`src/rtl/spi_pkg.sv`:
```
// Shared SPI definitions: receiver state encoding, register map and bit positions
// used by the SPI controller and its serializer/deserializer blocks.
package spi_pkg;

    typedef enum logic {
        IDLE  = 1'b0,
        SHIFT = 1'b1
    } state_t;

    localparam logic [1:0] DATA    = 2'd0;
    localparam logic [1:0] STATUS  = 2'd1;
    localparam logic [1:0] CONTROL = 2'd2;
    localparam logic [1:0] BRD     = 2'd3;

    localparam int ENABLE       = 15;
    localparam int CS_AUTO      = 5;
    localparam int CS0_EN       = 9;
    localparam int WORD_LEN_MSB = 4;
    localparam int WORD_LEN_LSB = 0;

    localparam int RXFO = 0;
    localparam int RXFF = 1;
    localparam int RXFE = 2;
    localparam int TXFO = 3;
    localparam int TXFF = 4;
    localparam int TXFE = 5;

    // CONTROL.WORD_LEN holds the word size minus one.
    function automatic logic [5:0] word_bits(input logic [4:0] len);
        return {1'b0, len} + 6'd1;
    endfunction

endpackage

```
`src/rtl/sync_ff.sv`:
```
// Single-bit synchronizer of configurable depth with a selectable reset level,
// so idle-high lines such as chip-select come out of reset inactive.
module sync_ff #(
    parameter int   DEPTH     = 2,
    parameter logic RESET_VAL = 1'b0
) (
    input  logic clk,
    input  logic reset,
    input  logic d,
    output logic q
);

    logic [DEPTH-1:0] chain_q;
    logic [DEPTH-1:0] chain_d;

    always_comb begin
        chain_d = {chain_q[DEPTH-2:0], d};
    end

    always_ff @(posedge clk) begin
        if (reset) begin
            chain_q <= {DEPTH{RESET_VAL}};
        end else begin
            chain_q <= chain_d;
        end
    end

    assign q = chain_q[DEPTH-1];

endmodule

```
`src/rtl/spi_rx_deserializer.sv`:
```
// SPI receive deserializer: synchronizes sclk/cs_n/rx, shifts in 1-32 bit words
// MSB first inside a chip-select frame and offers each word on a one-entry valid/ready port.
module spi_rx_deserializer
    import spi_pkg::*;
#(
    parameter int SYNC_STAGES = 2,
    parameter int W           = 32
) (
    input  logic         clk,
    input  logic         reset,
    input  logic         enable,
    input  logic [4:0]   word_len,
    input  logic         sample_falling,
    input  logic         sclk,
    input  logic         cs_n,
    input  logic         rx,
    output logic [W-1:0] data_out,
    output logic         data_valid,
    input  logic         data_ready,
    output logic         overflow,
    input  logic         ov_clear,
    output logic         busy,
    output logic [5:0]   bits_left
);

    logic sclk_s;
    logic cs_n_s;
    logic rx_s;

    sync_ff #(.DEPTH(SYNC_STAGES), .RESET_VAL(1'b0)) u_sync_sclk (
        .clk(clk), .reset(reset), .d(sclk), .q(sclk_s)
    );
    sync_ff #(.DEPTH(SYNC_STAGES), .RESET_VAL(1'b1)) u_sync_cs_n (
        .clk(clk), .reset(reset), .d(cs_n), .q(cs_n_s)
    );
    sync_ff #(.DEPTH(SYNC_STAGES), .RESET_VAL(1'b0)) u_sync_rx (
        .clk(clk), .reset(reset), .d(rx), .q(rx_s)
    );

    state_t         state_q, state_d;
    logic           sclk_prev_q, sclk_prev_d;
    logic           sample_q, sample_d;
    logic           rx_smp_q, rx_smp_d;
    logic [W-1:0]   shift_q, shift_d;
    logic [5:0]     bits_left_q, bits_left_d;
    logic [W-1:0]   data_out_q, data_out_d;
    logic           data_valid_q, data_valid_d;
    logic           overflow_q, overflow_d;

    logic           sample_edge;
    logic           word_done;
    logic           accept;
    logic           drop;

    assign sample_edge = (sclk_s != sclk_prev_q) && (sclk_s == ~sample_falling);

    always_ff @(posedge clk) begin
        if (reset) begin
            state_q <= IDLE;
        end else begin
            state_q <= state_d;
        end
    end

    always_comb begin
        state_d = state_q;
        case (state_q)
            IDLE:    if (enable && !cs_n_s) state_d = SHIFT;
            SHIFT:   if (cs_n_s || !enable) state_d = IDLE;
            default: state_d = IDLE;
        endcase
    end

    always_comb begin
        busy = (state_q == SHIFT);
    end

    // The sample strobe and its data bit are registered together, so the shift
    // happens one cycle after the synchronized edge and completion one cycle later.
    always_comb begin
        sclk_prev_d  = sclk_s;
        sample_d     = sample_edge;
        rx_smp_d     = rx_s;
        shift_d      = shift_q;
        bits_left_d  = bits_left_q;
        data_out_d   = data_out_q;
        data_valid_d = data_valid_q;

        word_done = (state_q == SHIFT) && (bits_left_q == 6'd0);
        accept    = data_valid_q && data_ready;
        drop      = word_done && data_valid_q && !data_ready;

        if (state_q == IDLE && state_d == SHIFT) begin
            bits_left_d = word_bits(word_len);
            shift_d     = '0;
        end else if (word_done) begin
            bits_left_d = word_bits(word_len);
            shift_d     = '0;
        end else if (state_q == SHIFT && sample_q) begin
            shift_d     = {shift_q[W-2:0], rx_smp_q};
            bits_left_d = bits_left_q - 6'd1;
        end

        // A completed word takes the slot only if it is empty or being drained now.
        if (word_done && !drop) begin
            data_out_d   = shift_q;
            data_valid_d = 1'b1;
        end else if (accept) begin
            data_valid_d = 1'b0;
        end

        overflow_d = drop | (overflow_q & ~ov_clear);
    end

    always_ff @(posedge clk) begin
        if (reset) begin
            sclk_prev_q  <= 1'b0;
            sample_q     <= 1'b0;
            rx_smp_q     <= 1'b0;
            shift_q      <= '0;
            bits_left_q  <= 6'd0;
            data_out_q   <= '0;
            data_valid_q <= 1'b0;
            overflow_q   <= 1'b0;
        end else begin
            sclk_prev_q  <= sclk_prev_d;
            sample_q     <= sample_d;
            rx_smp_q     <= rx_smp_d;
            shift_q      <= shift_d;
            bits_left_q  <= bits_left_d;
            data_out_q   <= data_out_d;
            data_valid_q <= data_valid_d;
            overflow_q   <= overflow_d;
        end
    end

    assign data_out   = data_out_q;
    assign data_valid = data_valid_q;
    assign overflow   = overflow_q;
    assign bits_left  = bits_left_q;

endmodule

```
`config.mk`:
```
export PLATFORM = sky130hd
export DESIGN_NAME = spi_rx_deserializer
export DESIGN_NICKNAME = d
export VERILOG_FILES = /design/src/rtl/spi_pkg.sv /design/src/rtl/sync_ff.sv /design/src/rtl/spi_rx_deserializer.sv
export SDC_FILE = /design/constraint.sdc
export NUM_CORES = 1
export LEC_CHECK = 0
export CORE_ASPECT_RATIO = 0.9
export CORE_MARGIN = 4
export CORE_UTILIZATION = 45
export CTS_BUF_LIST = sky130_fd_sc_hd__clkbuf_8
export DETAILED_ROUTE_END_ITERATION = 10
export HOLD_SLACK_MARGIN = 0.02
export PLACE_DENSITY = 0.8
export SLEW_MARGIN = 5
export SYNTH_ARGS = -nofsm -noshare
export SYNTH_HDL_FRONTEND = slang
export SYNTH_SLANG_ARGS = --single-unit
```
`constraint.sdc`:
```
create_clock -name clk -period 2.1 [get_ports clk]
set_input_delay 0.315 -clock clk [delete_from_list [all_inputs] [get_ports clk]]
set_output_delay 0.315 -clock clk [all_outputs]
set_load 0.02 [all_outputs]
```
## Yosys cells after proc, flatten, opt, wreduce, memory -nomap -nowiden

Index checks and enable logic that the tools add are counted.

- Bits in registers: 82
- Bits of input ports: 14
- Output and inout bits: 41
- Logic and storage cells: 47

- Add/subtract/negate cells: 2
- Equality and inequality tests: 2
- Multiplexer cells: 8
- Bitwise gates (word level): 5
- Reductions and logical operators: 18

Operators with widths:

| cell | number |
|---|---|
| 6-bit two-way mux | 3 |
| 1-bit logical AND | 9 |
| 5-bit by 1-bit adder with 6-bit output, second input constant | 1 |
| 6-bit zero test | 1 |
| 6-bit by 1-bit subtractor with 6-bit output, second input constant | 1 |
| 1-bit zero test | 4 |
| 1-bit two-way mux | 4 |
| 1-bit inverter | 3 |
| 3-bit nonzero test | 1 |
| 3-bit OR reduction | 1 |
| 1-bit case mux with 2 select lines | 1 |
| 2-bit nonzero test | 1 |
| 1-bit AND | 1 |
| 1-bit equality test | 1 |
| 1-bit logical OR | 1 |
| 1-bit != test | 1 |
| 1-bit OR | 1 |

## Longest topological paths before layout

- Depth in word-level cells: 7
- Depth in mapped cells: 7
- Depth with buffers taken out: 6

## Modules after synthesis

Synthesis repeated with hierarchy kept, for this count alone.

- Cell total of the unflattened synthesis: 335
- Area, all modules: 3060.4 µm²

Modules (own cells, without submodules):

| module | instances | cells each | area each (µm²) |
|---|---|---|---|
| spi_rx_deserializer | 1 | 323 | 2902.8 |
| sync_ff | 3 | 4 | 52.6 |

## Worst setup path before layout

Ideal clock, no wire load.

- Path type: register to register
- Start point: reg bits_left_q[2], in the netlist bits_left[2]
- End point: reg data_out_q[29], in the netlist data_out[29]
- Arrival: 1710 ps
- Required time: 1972 ps
- Slack: 262 ps
- Stages on the path, launching flop included: 6
- Buffers on the path: 1
- Clock period less this slack: 1838 ps
- Cell sequence: dfxtp_1 -> or3_4 -> nor4b_4 -> buf_6 -> mux2i_1 -> nor2_1

- Longest elaborated chain between the ends: 6

Ends and longest elaborated chain:

| element | line | RTL |
|---|---|---|
| start, declared | spi_rx_deserializer.sv:45 | `logic [5:0] bits_left_q, bits_left_d;` |
| start signal, assigned | spi_rx_deserializer.sv:130 | `bits_left_q <= bits_left_d;` |
| 6-bit zero test * | spi_rx_deserializer.sv:89 | `word_done = (state_q == SHIFT) && (bits_left_q == 6'd0);` |
| 1-bit logical AND * | spi_rx_deserializer.sv:89 |  |
| 1-bit logical AND (2 in a row) | spi_rx_deserializer.sv:91 | `drop = word_done && data_valid_q && !data_ready;` |
| 1-bit zero test | spi_rx_deserializer.sv:105 | `if (word_done && !drop) begin` |
| 1-bit logical AND * | spi_rx_deserializer.sv:105 |  |
| end signal, assigned | spi_rx_deserializer.sv:131 | `data_out_q <= data_out_d;` |
| end, declared | spi_rx_deserializer.sv:46 | `logic [W-1:0] data_out_q, data_out_d;` |

Mark *: on every way between the ends. The rest lies on a longest branch, timed or not.
A chain may end at the register's enable or synchronous reset.

## Worst setup path in the final report

- Start point: reg bits_left_q[2], in the netlist bits_left[2]
- End point: reg data_out_q[19], in the netlist data_out[19]

The elaborated chain is that of the path after synthesis.

==> results.txt <==
status - complete, no violations
Synth area leader - dfxtp_1
Slew Limit Fails - 0
IO Count - 55
PwrDens - 774 nW/um2
max incr delay on CP - 0.44 ns
cts repair resizes - 0
library cells used by synthesis - 33
Hold WS - 0.367 ns
crit-path leading delay family - simple AND/OR/NAND/NOR gates
area of the mapped netlist - 3010 um2
Syn Nets - 338
CTS buffer count - 9
post-synth top area share - 54.6%
DR vias - 2,259
Fmax - 545 MHz
setup violators final - 0
Hold Crit Class - in2reg
Fillers - 540
initial core utilization - 47.6%
Vias/cell - 4.89
die area - 8050 um2
hold buffers post-CTS - 0
Max-Cap Viols - 0
clk_lat worst skew - 0.34 ns
largest net degree at the start of global routing - 36
drt first pass iters - 4
EDFF count, synth - 0
Mean Syn Cell Area - 9.37 um2
RSZ-0062 raised after global routing - no
logic gate share of total power - 4.5%
measured slew at the worst slew-check pin - 0.372 ns
pre-CTS setup slack - 0.219 ns
die width - 94.2 um
Post-DP Area - 3610 um2
fraction of power spent switching nets - 20.4%
Tmin final - 1.83 ns
Mapped Cells - 321
antenna violations before repair - 0
# DRC - 0
internal cell power - 2360 uW
Worst Path Required - 2.32 ns
Crit Path Category - reg2reg
Clock Pin Slew Worst Setup and Hold Paths - 0.08 ns
vias in the first global route - 2,244
DIE HEIGHT - 85.5 um
grt ovf - 0
Rel. slew slack - 75.2%
share of cells above drive strength 1 - 7.73%
Tot GR Track Use - 15.9%
sequential-to-total area share from yosys stat - 54.6%
DRT Wirelength - 5.79 mm
Core Area - 6320 um2
Synthesis Warnings - 0
synthesis-stage register bit count - 82
Slowest cell on crit path - or3_4
share of power burned in the clock network - 42.4%
postcts setup bufs - 0
Ant. Diodes - 0
Max FO, Critical Path - 32
leakage power - 0.00128 uW
clock skew - 0.00556 ns
Root Driver - clkbuf_8
P&R area growth vs syn - 27.5%
synth top area cells - dfxtp_1 (55%), mux2i_1 (11%), nand2_1 (8.5%), a21oi_1 (5.8%), nor2_1 (4.5%)
Max Root-Sink Buffers - 2
Multi-input gate area - 1250 um2
DRT antenna net count - 0
Placer Congestion - 0.851
CTS tree - built
Synth async-reset ratio - 0%
Post-synth top flop - dfxtp_1
num rows - 27
total clock sinks - 82
CP Cell Sequence - or3_4 -> nor4b_4 -> buf_12 -> mux2i_1 -> nor2_1
post-DR wirelength/cell - 12.5 um
period utilisation layout - 87.4%
detailed placement HPWL - 3.80 mm
CP Data Arrival Time - 2.06 ns
worst vdd ir - 0.342 mV
CTS H-Tree Depth - 3
final worst slack - 0.265 ns
Layout Nets - 388
Reg power frac - 53.1%
DR iter-0 viols - 142
setup TNS - 0 ns
crit end category - register
WP buf/inv - 1
final instance area - 3830 um2
switching power - 607 uW
first-pass GRT wire length - 10.2 mm
Seq. cell area - 1640 um2
port bufs - 54
final hold viol count - 0
CP startpoint kind - register
synth_stat cells (all sizes together) (2+ instances only):
cell type / number
xnor2: 5
a211oi: 4
nor2b: 8
a21oi: 35
ha: 3
nor2: 36
clkbuf: 11
buf: 9
nand2: 68
mux2i: 32
inv: 3
or3: 2
dfxtp: 82
xor2: 2
nand2b: 4
nor4: 2
or2: 2
sequential cells by signal, indices dropped and copies added (netlist names):
signal and flops:
data_out 32, shift_q 32, bits_left 6, u_sync_cs_n.chain_q 2, u_sync_rx.chain_q 2, u_sync_sclk.chain_q 2
busy 1, data_valid 1, overflow 1, rx_smp_q 1, sample_q 1, sclk_prev_q 1
worst reg2reg max path, cell delays in order (launching register included):
cell and delay, ns:
dfxtp_1 0.37, or3_4 0.44, nor4b_4 0.31, buf_12 0.27
mux2i_1 0.27, nor2_1 0.05
area by class of cell:
type	count	area share (%)
well taps	87	2.84
flip-flops and latches	82	42.8
inverters	3	0.294
clock buffers	11	3.95
multi-input cells	216	32.6
repair buffers	59	15.6
clock inverters	4	1.92
cell families after synthesis:
| group | Yosys count | synth area share (%) |
|---|---|---|
| and+or+nand+nor | 129 | 19.1 |
| DFF | 82 | 54.6 |
| AOI/OAI and AO/OA | 45 | 8.49 |
| muxes | 32 | 10.7 |
| buffers and inverters | 23 | 3.83 |
| xor gates and xnor gates | 7 | 2.04 |
| adders and majority gates | 3 | 1.25 |
layer usage:
metal	vias up	routed length, um	track usage, %
li1	1158	-	-
met1	1049	2620	18.9
met2	46	2850	26.6
met3	6	269	5.88
met4	0	53	5.38
met5	-	0	0
path summary, 6_finish.rpt:
check	from	endpoint	slack [ns]	cells past startpoint
hold reg to reg	u_sync_cs_n.chain_q[0]	u_sync_cs_n.chain_q[1]	0.43	1
setup reg to reg	bits_left[2]	data_out[19]	0.27	5
setup / recovery	bits_left[2]	data_out[19]	0.27	5
hold / removal	reset	data_out[1]	0.37	2
power by group through the flow:
stage          clock network [uW]  registers [uW]  logic [uW]
4_1_cts                      1290            1580         134
5_1_grt                      1350            1580         146
3_5_place_dp                    0            1610         134
6_report                     1260            1580         133
2_1_floorplan                   0            1620        72.8
3_3_place_gp                    0            1610         133
metrics by stage:
stage	utilization, %	power [uW]	cells
after floorplan	-	1690	321
after global placement	57.1	1750	447
after detailed placement	57.1	1750	447
after CTS	60.7	3000	462
after global routing	60.7	3080	462
final	60.7	2970	462
layout by cell type, fill, tap and decap left out, types with 2 or more instances in the layout:
| master | Yosys | routed |
|---|---|---|
| clkdlybuf4s50_1 | 0 | 53 |
| a211oi_1 | 4 | 4 |
| nand2_1 | 68 | 68 |
| xnor2_1 | 5 | 5 |
| inv_1 | 3 | 3 |
| dfxtp_1 | 82 | 82 |
| nor2b_1 | 8 | 8 |
| nor4_1 | 2 | 2 |
| nor2_1 | 36 | 36 |
| buf_4 | 0 | 3 |
| nand2b_1 | 4 | 4 |
| clkbuf_8 | 0 | 11 |
| mux2i_1 | 32 | 32 |
| ha_1 | 3 | 3 |
| a21oi_1 | 35 | 35 |
| xor2_1 | 2 | 2 |
| or2_2 | 2 | 2 |
| bufinv_16 | 0 | 2 |
| buf_12 | 0 | 2 |
(Power assumes the default switching activity.)
==> RTL change: new RTL, same settings <==
`RESET_VAL` is set to 1'b0 in 3 places; all go to 1'b1.
--- a/src/rtl/sync_ff.sv
+++ b/src/rtl/sync_ff.sv
@@ -4,3 +4,3 @@
     parameter int   DEPTH     = 2,
-    parameter logic RESET_VAL = 1'b0
+    parameter logic RESET_VAL = 1'b1
 ) (
--- a/src/rtl/spi_rx_deserializer.sv
+++ b/src/rtl/spi_rx_deserializer.sv
@@ -29,3 +29,3 @@
 
-    sync_ff #(.DEPTH(SYNC_STAGES), .RESET_VAL(1'b0)) u_sync_sclk (
+    sync_ff #(.DEPTH(SYNC_STAGES), .RESET_VAL(1'b1)) u_sync_sclk (
         .clk(clk), .reset(reset), .d(sclk), .q(sclk_s)
@@ -35,3 +35,3 @@
     );
-    sync_ff #(.DEPTH(SYNC_STAGES), .RESET_VAL(1'b0)) u_sync_rx (
+    sync_ff #(.DEPTH(SYNC_STAGES), .RESET_VAL(1'b1)) u_sync_rx (
         .clk(clk), .reset(reset), .d(rx), .q(rx_s)
Formal check against the unedited RTL: not equivalent (Yosys sat finds a counterexample within 10 cycles, from zero or initial values and one cycle with reset high).
==> RTL change against the unedited design <==
Cell area is 1.3% lower; total power down 11%; global-route usage about the same; setup slack better by 35 ps; synthesized area about the same; sequential cell count unchanged; critical path type unchanged; wire length increased by 2.6%.
==> RTL change: results (changes against the unedited design) <==
Synth Area in XOR/XNOR=1.46% (-0.58 points); worst hold path type=input port to register; Hold Vio Cnt, Final=0 (unchanged); largest net degree at the start of global routing=37 (+2.8%); fillers=558 (+3.3%); final net count=395 (+1.8%); critical path arrival=2020 ps (-40 ps); CTS Buf Count=9 (unchanged); vias in the first global route=2,279 (+1.6%); ant diodes=0 (unchanged); Total GRT Usage=15.9% (about the same); Worst VDD drop=0.445 mV (+30%); CTS Buffer Depth=2 (unchanged); Syn. warnings=0 (unchanged); CTS root buffer=clkbuf_8; part of the power in registers=59.4% (+6.3 points); Rel. slew slack=68.3% (-6.9 points); Power Sequential=0.00158 W (about the same); Final ANT Viol Nets=0 (unchanged); Port Buffer Count=54 (unchanged); WL final=5940 um (+2.6%); worst reg2reg setup slack=300 ps (+40 ps); clock latency on the worst-skew pair=350 ps; sequential element share of the synthesized area=54.6% (about the same); DRT Pass-1 Iters=4 (unchanged); Clock group=0.000943 W (-25%); top_reg_cell synth=dfxtp_1; Synth async-reset ratio=0% (unchanged); Final GP Congestion=0.804 (-5.6%); initial antenna violation count=0 (unchanged); P&R area growth vs syn=25.8%; dpl hpwl=4010 um (+5.6%); pins over their slew limit=0 (unchanged); critical-path maximum fanout=32 (unchanged); DRT iter0 DRCs=135 (-4.9%); most instantiated cells after synthesis=82 x dfxtp_1, 68 x nand2_1, 38 x nor2_1; # resized after CTS=0 (unchanged); Post-Synth Adder-Cell Area=1.25% (about the same); top cells by area, synth=dfxtp_1 55%, mux2i_1 11%, nand2_1 8.5%, a21oi_1 6.0%, nor2_1 4.7%; multiplexer share of the synthesized area=10.6% (about the same); post-synthesis cell type count=34 (+3.0%); Switch Pwr=0.000610 W (+0.41%); Synth Area in Compound Gates=8.77% (+0.28 points); clk slew on worst S/H paths=80 ps (about the same); skew final=4.70 ps (-0.861 ps); Leak=1.26 nW (-1.6%); Post-CTS Setup Inserts=0 (unchanged); status=finished, final reports clean; vias per cell=4.99 (+2.0%); share of layout cells above drive strength 1=8.38% (+0.64 points); Post-Place Cell Area=3630 um^2 (+0.45%); first-pass GRT wire length=10,300 um (+0.82%); syn_nets=346 (+2.4%); CTS H-tree depth=3 (unchanged)
[RTL change: cell count changes in the layout (fill, tap and decap cells not counted), moves of 3 or more]
| cell | change |
|---|---|
| nor2b_1 | -6 |
| or2_2 | +5 |
| o21ai_0 | +4 |
| clkinvlp_4 | +3 |
| xnor2_1 | -3 |
[RTL change: worst max-delay path, cell delays in order (launching register included)]
cell      delay, ps
dfxtp_1         340
inv_1           110
ha_1            190
nand3b_1        160
nor3b_2         270
buf_12          270
mux2i_1         240
nor2_1           60
[RTL change: cells by family after synthesis]
group,after synthesis
AND/OR/NAND/NOR,135
flip-flops,82
AO/OA/AOI/OAI,48
multiplexers,32
buffers and inverters,24
XOR/XNOR,5
adder cells (fa/ha/maj),3
[RTL change: final cells by class]
class	count	share of cell area, %
sequential	82	43.4
clock buffer	9	3.27
timing repair buffer	59	15.8
multi-input combinational	223	33.4
clock inverter	6	0.958
tap	87	2.88
inverter	3	0.297
[RTL change: path summary, 6_finish.rpt]
path / from / end / cells after the start
min: reset / data_out[18] / 2
min reg2reg: u_sync_cs_n.chain_q[0] / u_sync_cs_n.chain_q[1] / 1
max: bits_left[0] / data_out[0] / 7
max reg2reg: bits_left[0] / data_out[0] / 7
[RTL change: layer usage]
| metal | track usage, % | part of all wire [%] |
|---|---|---|
| met1 | 18.9 | 45 |
| met2 | 26.9 | 48 |
| met4 | 5.51 | 1.1 |
| met5 | 0 | 0 |
| met3 | 5.26 | 5.6 |
[RTL change: per-stage QoR]
step / setup slack, ps / hold WS [ps] / instances
floorplan: 361 / 389 / 329
global placement: 142 / 391 / 454
detailed placement: 106 / 394 / 454
CTS: 295 / 408 / 469
global route: 187 / 425 / 469
finish: 301 / 399 / 469
